`config.mk`:
```
export PLATFORM = sky130hd
export DESIGN_NAME = tnn_feature_packer
export DESIGN_NICKNAME = d
export VERILOG_FILES = /design/src/rtl/tnn_pkg.sv /design/src/rtl/tnn_quantizer.sv /design/src/rtl/tnn_feature_packer.sv
export SDC_FILE = /design/constraint.sdc
export NUM_CORES = 1
export LEC_CHECK = 0
export ABC_AREA = 1
export CORE_ASPECT_RATIO = 1.2
export CORE_MARGIN = 2
export CORE_UTILIZATION = 40
export DETAILED_ROUTE_END_ITERATION = 10
export PLACE_DENSITY = 0.57
export SETUP_SLACK_MARGIN = 0.4
export SYNTH_ARGS = -nofsm -noshare
export SYNTH_HDL_FRONTEND = slang
export SYNTH_SLANG_ARGS = --single-unit
```
`constraint.sdc`:
```
create_clock -name clk -period 8.8 [get_ports clk]
set_clock_uncertainty 0.2 [all_clocks]
set_input_delay 1.76 -clock clk [delete_from_list [all_inputs] [get_ports clk]]
set_output_delay 1.76 -clock clk [all_outputs]
set_load 0.005 [all_outputs]
```
`src/rtl/tnn_pkg.sv`:
```
// Shared constants and types for the TNN feature packer and its quantizer.
package tnn_pkg;

    localparam int unsigned N_FEAT   = 7;
    localparam int unsigned IN_W     = 8;
    localparam int unsigned Q_W      = 2;
    localparam int unsigned N_THR    = 2**Q_W - 1;
    localparam int unsigned IDX_W    = 3;
    localparam int unsigned THR_RST0 = 64;
    localparam int unsigned THR_RST1 = 128;
    localparam int unsigned THR_RST2 = 192;

    typedef logic [Q_W-1:0]        q_feat_t;
    typedef logic [N_FEAT*Q_W-1:0] packed_vec_t;
    typedef logic [IN_W-1:0]       thr_t;

    typedef enum logic [1:0] {
        IDLE,
        COLLECT,
        DISCARD
    } pk_state_t;

endpackage

```
`src/rtl/tnn_quantizer.sv`:
```
// Combinational 2-bit quantizer: counts how many thresholds the sample reaches.
module tnn_quantizer
    import tnn_pkg::*;
(
    input  logic [IN_W-1:0] d,
    input  logic [IN_W-1:0] t0,
    input  logic [IN_W-1:0] t1,
    input  logic [IN_W-1:0] t2,
    output logic [Q_W-1:0]  q_c
);

    // Thresholds need not be ordered, so each compare contributes independently.
    always_comb begin
        q_c = Q_W'(d >= t0) + Q_W'(d >= t1) + Q_W'(d >= t2);
    end

endmodule

```
`src/rtl/tnn_feature_packer.sv`:
```
// Quantizes a 7-beat raw feature stream and packs it into one 14-bit vector
// for the TNN neuron, with a one-deep assembly buffer behind the output register.
module tnn_feature_packer
    import tnn_pkg::*;
(
    input  logic                  clk,
    input  logic                  rst,
    input  logic                  feat_valid,
    output logic                  feat_ready,
    input  logic [IN_W-1:0]       feat_data,
    input  logic                  feat_last,
    input  logic                  thr_we,
    input  logic [2:0]            thr_feat,
    input  logic [1:0]            thr_lvl,
    input  logic [IN_W-1:0]       thr_data,
    output logic                  vec_valid,
    input  logic                  vec_ready,
    output logic [N_FEAT*Q_W-1:0] vec_data,
    output logic                  err_frame,
    output logic                  err_thr
);

    localparam logic [IDX_W-1:0] LAST_IDX = IDX_W'(N_FEAT - 1);

    thr_t        thr_q [N_FEAT][N_THR];
    pk_state_t   state_q, state_d;
    logic [IDX_W-1:0] idx_q, idx_d;
    packed_vec_t asm_q, completed_c;
    logic        asm_full_q;

    logic        out_free_c;
    logic        beat_c;
    logic        slot_we_c;
    logic        complete_c;
    logic        frame_err_c;
    logic        thr_ok_c;
    q_feat_t     q_c;

    assign out_free_c = !vec_valid || vec_ready;
    assign feat_ready = !asm_full_q || out_free_c;
    assign beat_c     = feat_valid && feat_ready;
    assign thr_ok_c   = (thr_feat < 3'(N_FEAT)) && (thr_lvl < 2'(N_THR));

    tnn_quantizer u_quant (
        .d   (feat_data),
        .t0  (thr_q[idx_q][0]),
        .t1  (thr_q[idx_q][1]),
        .t2  (thr_q[idx_q][2]),
        .q_c (q_c)
    );

    // Assembly contents with the current beat's code dropped into its slot.
    always_comb begin
        completed_c = asm_q;
        completed_c[int'(idx_q) * Q_W +: Q_W] = q_c;
    end

    always_ff @(posedge clk or posedge rst) begin
        if (rst) begin
            state_q <= IDLE;
            idx_q   <= '0;
        end else begin
            state_q <= state_d;
            idx_q   <= idx_d;
        end
    end

    always_comb begin
        state_d     = state_q;
        idx_d       = idx_q;
        slot_we_c   = 1'b0;
        complete_c  = 1'b0;
        frame_err_c = 1'b0;
        case (state_q)
            IDLE, COLLECT: begin
                if (beat_c) begin
                    slot_we_c = 1'b1;
                    if (idx_q == LAST_IDX) begin
                        idx_d       = '0;
                        complete_c  = feat_last;
                        frame_err_c = !feat_last;
                        state_d     = feat_last ? IDLE : DISCARD;
                    end else if (feat_last) begin
                        idx_d       = '0;
                        frame_err_c = 1'b1;
                        state_d     = IDLE;
                    end else begin
                        idx_d   = idx_q + IDX_W'(1);
                        state_d = COLLECT;
                    end
                end
            end
            DISCARD: begin
                if (beat_c && feat_last) begin
                    state_d = IDLE;
                end
            end
            default: begin
                state_d = IDLE;
                idx_d   = '0;
            end
        endcase
    end

    // Assembly/output buffering: a finished vector bypasses into the output
    // register when it is free, otherwise it parks in the assembly buffer.
    always_ff @(posedge clk or posedge rst) begin
        if (rst) begin
            asm_q      <= '0;
            asm_full_q <= 1'b0;
            vec_data   <= '0;
            vec_valid  <= 1'b0;
            err_frame  <= 1'b0;
        end else begin
            err_frame <= frame_err_c;
            if (slot_we_c) begin
                asm_q <= completed_c;
            end
            if (asm_full_q && out_free_c) begin
                vec_data   <= asm_q;
                vec_valid  <= 1'b1;
                asm_full_q <= complete_c;
            end else if (complete_c && out_free_c) begin
                vec_data  <= completed_c;
                vec_valid <= 1'b1;
            end else begin
                if (complete_c) begin
                    asm_full_q <= 1'b1;
                end
                if (vec_valid && vec_ready) begin
                    vec_valid <= 1'b0;
                end
            end
        end
    end

    // Threshold table; a same-cycle beat still sees the pre-write value.
    always_ff @(posedge clk or posedge rst) begin
        if (rst) begin
            err_thr <= 1'b0;
            for (int f = 0; f < int'(N_FEAT); f++) begin
                thr_q[f][0] <= IN_W'(THR_RST0);
                thr_q[f][1] <= IN_W'(THR_RST1);
                thr_q[f][2] <= IN_W'(THR_RST2);
            end
        end else begin
            err_thr <= thr_we && !thr_ok_c;
            if (thr_we && thr_ok_c) begin
                thr_q[thr_feat][thr_lvl] <= thr_data;
            end
        end
    end

endmodule

```
==> impl_metrics.ini <==
[status]
outcome = finished clean

[sta]
rsz0062_at_grt = no
timing.fmax_mhz = 191
setup_viol = 0
relSlewSlack_pct = 30.7
final.min_clock_period_ns = 5.23
final-hold-violation-count = 0
tns_ns = 0
fin_crit_sh_pct = 59.4
maxSlewViolCount = 0
worst_pin_slew_ns = 1.04

[route]
drc = 0
drt_wl_total_mm = 28.5
vias = 8443
routedWlPerCell_um = 17.9
viasPerCell = 5.30
ant_nets = 0
drt_first_pass_iters = 5
drtIter0Drc = 618

[placed_design]
gp_congestion = 0.818
dpl.cell_count = 1553
placed_cell_area_sq_mm = 0.0107
dpl.hpwl_mm = 18.7
io_buffers = 44

[synthesis]
syn_avg_cell_area_sq_um = 8.20
ys_seq_area_share_pct = 50.6
synth-async-reset-ratio_pct = 100
syn_inst = 1244
synth_warnings = 0
synth_edf_count = 0
synth_flop_cell = dfrtp_1
synth.distinct_cells = 38
ys_seq_elements = 205
syn_area_sq_mm = 0.0102
synth_fp_nets = 1303

[clocking]
cts.sinks = 205
cts_max_path_buffers = 3
tritoncts = built
numCtsBuffers = 23
clkSlewWorstSetupHoldPaths_ns = 0.06
clkLatencyLatePin_ns = 0.51
cts_resized = 0
cts_hold_buf = 0
postCtsSetupBuffers = 0
cts-root-buf = clkbuf_16
ctsHtreeMaxLevel = 1

[pwr]
vdd_drop_max_mv = 0.161
power.density_mw_per_mm2 = 244
p_leak_uw = 0.00523

[critical_path]
critPathRequiredTime_ns = 9.02
end_kind = register
crit_path_start_kind = register
criticalPathCategory = reg2reg
cp_data_arrival_time_ns = 5.45
worstPathMaxFanout = 39

[floorplan]
num_rows = 64
chipWidth_um = 150
initial_utilization_pct = 40.3
design.core.area_sq_mm = 0.0253
io-pin-count = 45
die_area_sq_mm = 0.0268
die_height_um = 179

[global_routing]
track_usage_pct = 22.3
use_met2_pct = 38.9
grt_pass1_wl_mm = 46.7
antenna_found_initial = 0
grtUsageMet1_pct = 29.5
grt_max_degree = 126
first_global_vias = 8260
top_usage_layer = met2
grt_use_met3_pct = 2.16
gr-total-overflow = 0

[job]
cap_violations = 0

[layout]
layout-drive-gt1-share_pct = 7.59
utilization_pct = 45.4
multi_input_area_sq_mm = 0.00439
fin_nets = 1307
area_growth_pct = 12.6
diodes = 0
instances_no_fill = 1594
n_fill_cell = 2607
seqCellArea_sq_mm = 0.00517
final_area_sq_mm = 0.0115

[worst_hold_path]
min_path_type = reg2reg
sequential cells by signal (all words and copies together) (netlist names):
register and count:
state_q 2, vec_valid 1, err_frame 1, vec_data 14, thr_q 168, idx_q 3, err_thr 1, asm_full_q 1
asm_q 14
worst paths after layout:
path                                        start                 endpoint  slack [ns]  depth (start not counted)
min in group asynchronous                     rst  vec_data[9]$_DFFE_PP0P_        1.64                          2
setup / recovery             idx_q[0]$_DFFE_PP0P_     asm_q[4]$_DFFE_PP0P_        3.57                         19
hold reg to reg            thr_q[127]$_DFFE_PP1P_   thr_q[127]$_DFFE_PP1P_        0.27                          2
max in group asynchronous                     rst    thr_q[38]$_DFFE_PP0P_        5.18                          3
hold / removal             thr_q[127]$_DFFE_PP1P_   thr_q[127]$_DFFE_PP1P_        0.27                          2
setup reg to reg             idx_q[0]$_DFFE_PP0P_     asm_q[4]$_DFFE_PP0P_        3.57                         19
kinds of logic (layout without fill, tap and decap cells):
family | after synthesis | after routing | synth area share (%)
AOI/OAI and AO/OA | 293 | 293 | 15.3
and+or+nand+nor | 575 | 575 | 23.6
xor gates and xnor gates | 1 | 1 | 0.0858
adders and majority gates | 32 | 32 | 4.00
buffers and inverters | 138 | 158 | 6.39
DFF | 205 | 205 | 50.6
layout by cell type, fill, tap and decap left out, types with 8 or more instances in the layout:
cell               n
ha_1              31
inv_1             62
nand2_1          385
nand2_2            8
clkdlybuf4s50_1   44
clkbuf_16         23
o21ai_1           51
nand3_1           74
o211ai_1          21
nor3_1             8
a21oi_1           25
nand4_1           11
dfstp_2           28
dfrtp_1          176
o21ai_0          182
nor2_1            75
where the power goes:
part | total, uW | leakage (uW) | internal [uW] | switching (uW)
combinational | 572 | 0.00223 | 208 | 364
sequential | 1220 | 0.00262 | 1120 | 96.9
clock | 1010 | 0.000385 | 615 | 395
synthesized netlist by cell type (3+ instances only):
cell type / number / area share [%]
buf_1: 3 / 0.11
o21a_1: 3 / 0.22
a21oi_1: 25 / 1.2
nand4_1: 11 / 0.67
clkbuf_1: 35 / 1.3
nand3_2: 3 / 0.29
buf_2: 17 / 0.83
nor2_4: 3 / 0.33
nand3_1: 74 / 3.6
o21ai_1: 51 / 2.5
nand2_2: 8 / 0.49
nor3_2: 3 / 0.29
o21ai_0: 182 / 8.9
buf_6: 14 / 1.5
o21bai_1: 4 / 0.29
inv_2: 4 / 0.15
dfstp_2: 28 / 7.2
nor2_1: 75 / 2.8
inv_1: 63 / 2.3
nand2_1: 385 / 14
dfrtp_1: 177 / 43
ha_1: 31 / 3.8
o211ai_1: 21 / 1.5
nor3_1: 8 / 0.39
metal layers:
layer / share of wire (%) / up-vias
met2: 49 / 194
met4: 2.6 / 0
met1: 45 / 4093
met5: 0 / -
li1: - / 4113
met3: 3.5 / 43
area by class of cell:
class	instances	share of cell area, %
Timing Repair Buffer	50	4.22
Tap cell	330	3.59
Inverter	67	2.25
Multi-Input combinational cell	901	38.2
Sequential cell	205	45.0
Clock buffer	31	5.44
Clock inverter	10	1.34
worst max-delay path, stage by stage, from the launching register on:
cell and delay, ns:
dfrtp_2 0.62, inv_2 0.65, nand2_1 0.11, inv_1 0.71
nand2_1 0.13, o211ai_1 0.25, nand3_1 0.16, ha_1 0.31
nand2_1 0.08, o21a_1 0.12, nor2_1 0.04, nor3_1 0.39
fa_1 0.50, nor2_1 0.26, nand2_1 0.08, nor2_1 0.16
nand3_1 0.11, nand2_1 0.09, nand2_1 0.04, o21ai_0 0.09
metrics by stage:
step           total power, uW  setup slack (ns)  hold slack (ns)
6_report                  2800              3.57            0.272
5_1_grt                   2960              3.19            0.291
4_1_cts                   2820              3.54            0.273
3_5_place_dp              1800              3.61            0.264
3_3_place_gp              1790              3.70            0.262
2_1_floorplan             1620              1.29            0.248
(Power assumes the default switching activity.)
==> edit: new RTL, same flow settings <==
The output `err_frame` loses its register stage (`err_frame` becomes a continuous assignment).
--- a/src/rtl/tnn_feature_packer.sv
+++ b/src/rtl/tnn_feature_packer.sv
@@ -110,9 +110,7 @@
             asm_full_q <= 1'b0;
             vec_data   <= '0;
             vec_valid  <= 1'b0;
-            err_frame  <= 1'b0;
         end else begin
-            err_frame <= frame_err_c;
             if (slot_we_c) begin
                 asm_q <= completed_c;
             end
@@ -134,6 +132,8 @@
         end
     end
 
+    assign err_frame = frame_err_c;
+
     // Threshold table; a same-cycle beat still sees the pre-write value.
     always_ff @(posedge clk or posedge rst) begin
         if (rst) begin
Check against the original RTL: not equivalent (a bounded check fails within 4 cycles, from zero or initial values and one cycle with rst high).
==> edit against the unedited design <==
- worst setup slack worse by 0.026 ns
- combinational power up 2%
- sequential cell count down 1
- largest power group unchanged
- cell area down 0.48%
- first-iteration DRC count down 22%
- routed wire length down 3.6%
- critical path depth down 11
- area after synthesis down 0.25%
- power down 1.8%
==> edit: results (changes against the unedited design) <==
The flow ran to the end, and the final reports show no timing, DRC or antenna violations. The fraction of final layout cells with drive strength greater than 1 was 7.27% (-0.33 points); the pin count of the biggest net entering global routing was 134 (+6.3%). The aggregate global-route resource usage was 21.4% (-0.82 points).

Ranked by total cell area, the synthesized netlist is headed by sky130_fd_sc_hd__dfrtp_1, sky130_fd_sc_hd__nand2_1, sky130_fd_sc_hd__o21ai_0, sky130_fd_sc_hd__dfstp_2, sky130_fd_sc_hd__ha_1. The run gives 0.862 (+5.4%) as the final RePlAce weighted congestion. The highest-delay cell along the critical path is sky130_fd_sc_hd__clkdlybuf4s50_1. The headroom to the max-slew limit came out at 30.9% (+0.15 points). The tools report the wire length of the first global-routing pass as 44.6 mm (-4.4%).

The cell family contributing the most delay on the critical path is buffers and inverters. By count the netlist is led by sky130_fd_sc_hd__nand2_1, sky130_fd_sc_hd__o21ai_0, sky130_fd_sc_hd__dfrtp_1, sky130_fd_sc_hd__nor2_1, sky130_fd_sc_hd__nand3_1. The static leakage was 5.20 nW (-0.59%); the synthesized-area fraction occupied by adder cells was 4.01% (+0.0098 points). The average wire per standard cell was 17.3 um (-3.4%); the share of synthesized area occupied by flip-flops and latches was 50.5% (-0.12 points).

The number of DRC markers in iteration 0 is 484 (-22%). The number of placed cells counting well taps is 1547 (-0.39%). The via count normalized by instance count came out at 5.21 (-1.6%). The tools report the total of cells resized after clock tree synthesis as 0 (unchanged).

The filler cell count in the final layout came out at 2526 (-3.1%). The fraction of synthesized cell area in xor and xnor cells was 0.0860% (+0.00021 points); the final wirelength was 27.5 mm (-3.6%). Per-instance average area after synthesis: 8.19 um2 (-0.16%). The HPWL after detailed placement came out at 17.6 mm (-6.3%). The logs give 0.182 mV (+13%) for the peak ir drop on the vdd network and 0 (unchanged) for the total of warnings raised by yosys. For the signal arrival time at the worst endpoint, the log shows 3.30 ns (-2.15 ns). The worst stage delay on the critical path is 0.51 ns (-0.20 ns).
edit: cell count changes after synthesis, sizes merged:
cell,before,now
dfrtp,177,176
edit: stage by stage:
stage                     util (%)  cell area, um2
after floorplan                  -           10200
after global placement        43.0           10700
after detailed placement      43.0           10700
after CTS                     46.1           11400
after global routing          46.1           11400
final                         46.1           11400
edit: kinds of logic after synthesis:
kind of cell,count (synthesis)
compound gates,293
xor+xnor,1
fa+ha+maj,32
buf+inv,138
flops,204
simple gates,575
edit: worst min-delay path, stage by stage (launching register included):
cell and delay (ns):
sky130_fd_sc_hd__dfstp_2 0.37, sky130_fd_sc_hd__nand2_1 0.05, sky130_fd_sc_hd__o21ai_1 0.05
edit: layout make-up:
type / count / area (um2) / share of cell area (%)
Sequential cell: 204 / 5140 / 45.0
Multi-Input combinational cell: 901 / 4390 / 38.4
Clock buffer: 41 / 716 / 6.26
Timing Repair Buffer: 50 / 485 / 4.25
Tap cell: 325 / 407 / 3.56
Inverter: 67 / 259 / 2.26
Clock inverter: 3 / 40.0 / 0.350
edit: per-layer routing:
layer  GRT usage, %  routed length, um  vias up
li1               -                  -     4116
met1           27.9              12200     3968
met2           36.9              13500      156
met3           2.65                994       51
met4           7.46                860        0
met5              0                  0        -
edit: path summary, 6_finish.rpt:
path	from	to	slack, ns	depth (start not counted)
setup / recovery	vec_ready	err_frame	3.54	8
hold / removal	thr_q[79]	thr_q[79]	0.27	2
min in group asynchronous	rst	state_q[0]	1.64	2
hold reg to reg	thr_q[79]	thr_q[79]	0.27	2
max in group asynchronous	rst	thr_q[60]	5.17	3
setup reg to reg	idx_q[1]	vec_data[6]	4.11	15
edit: power groups by stage:
stage,logic (mW),registers (mW),clock network [mW]
2_1_floorplan,0.420,1.19,0
3_3_place_gp,0.577,1.21,0
3_5_place_dp,0.589,1.21,0
4_1_cts,0.592,1.20,0.984
5_1_grt,0.674,1.22,1.03
6_report,0.586,1.20,0.966
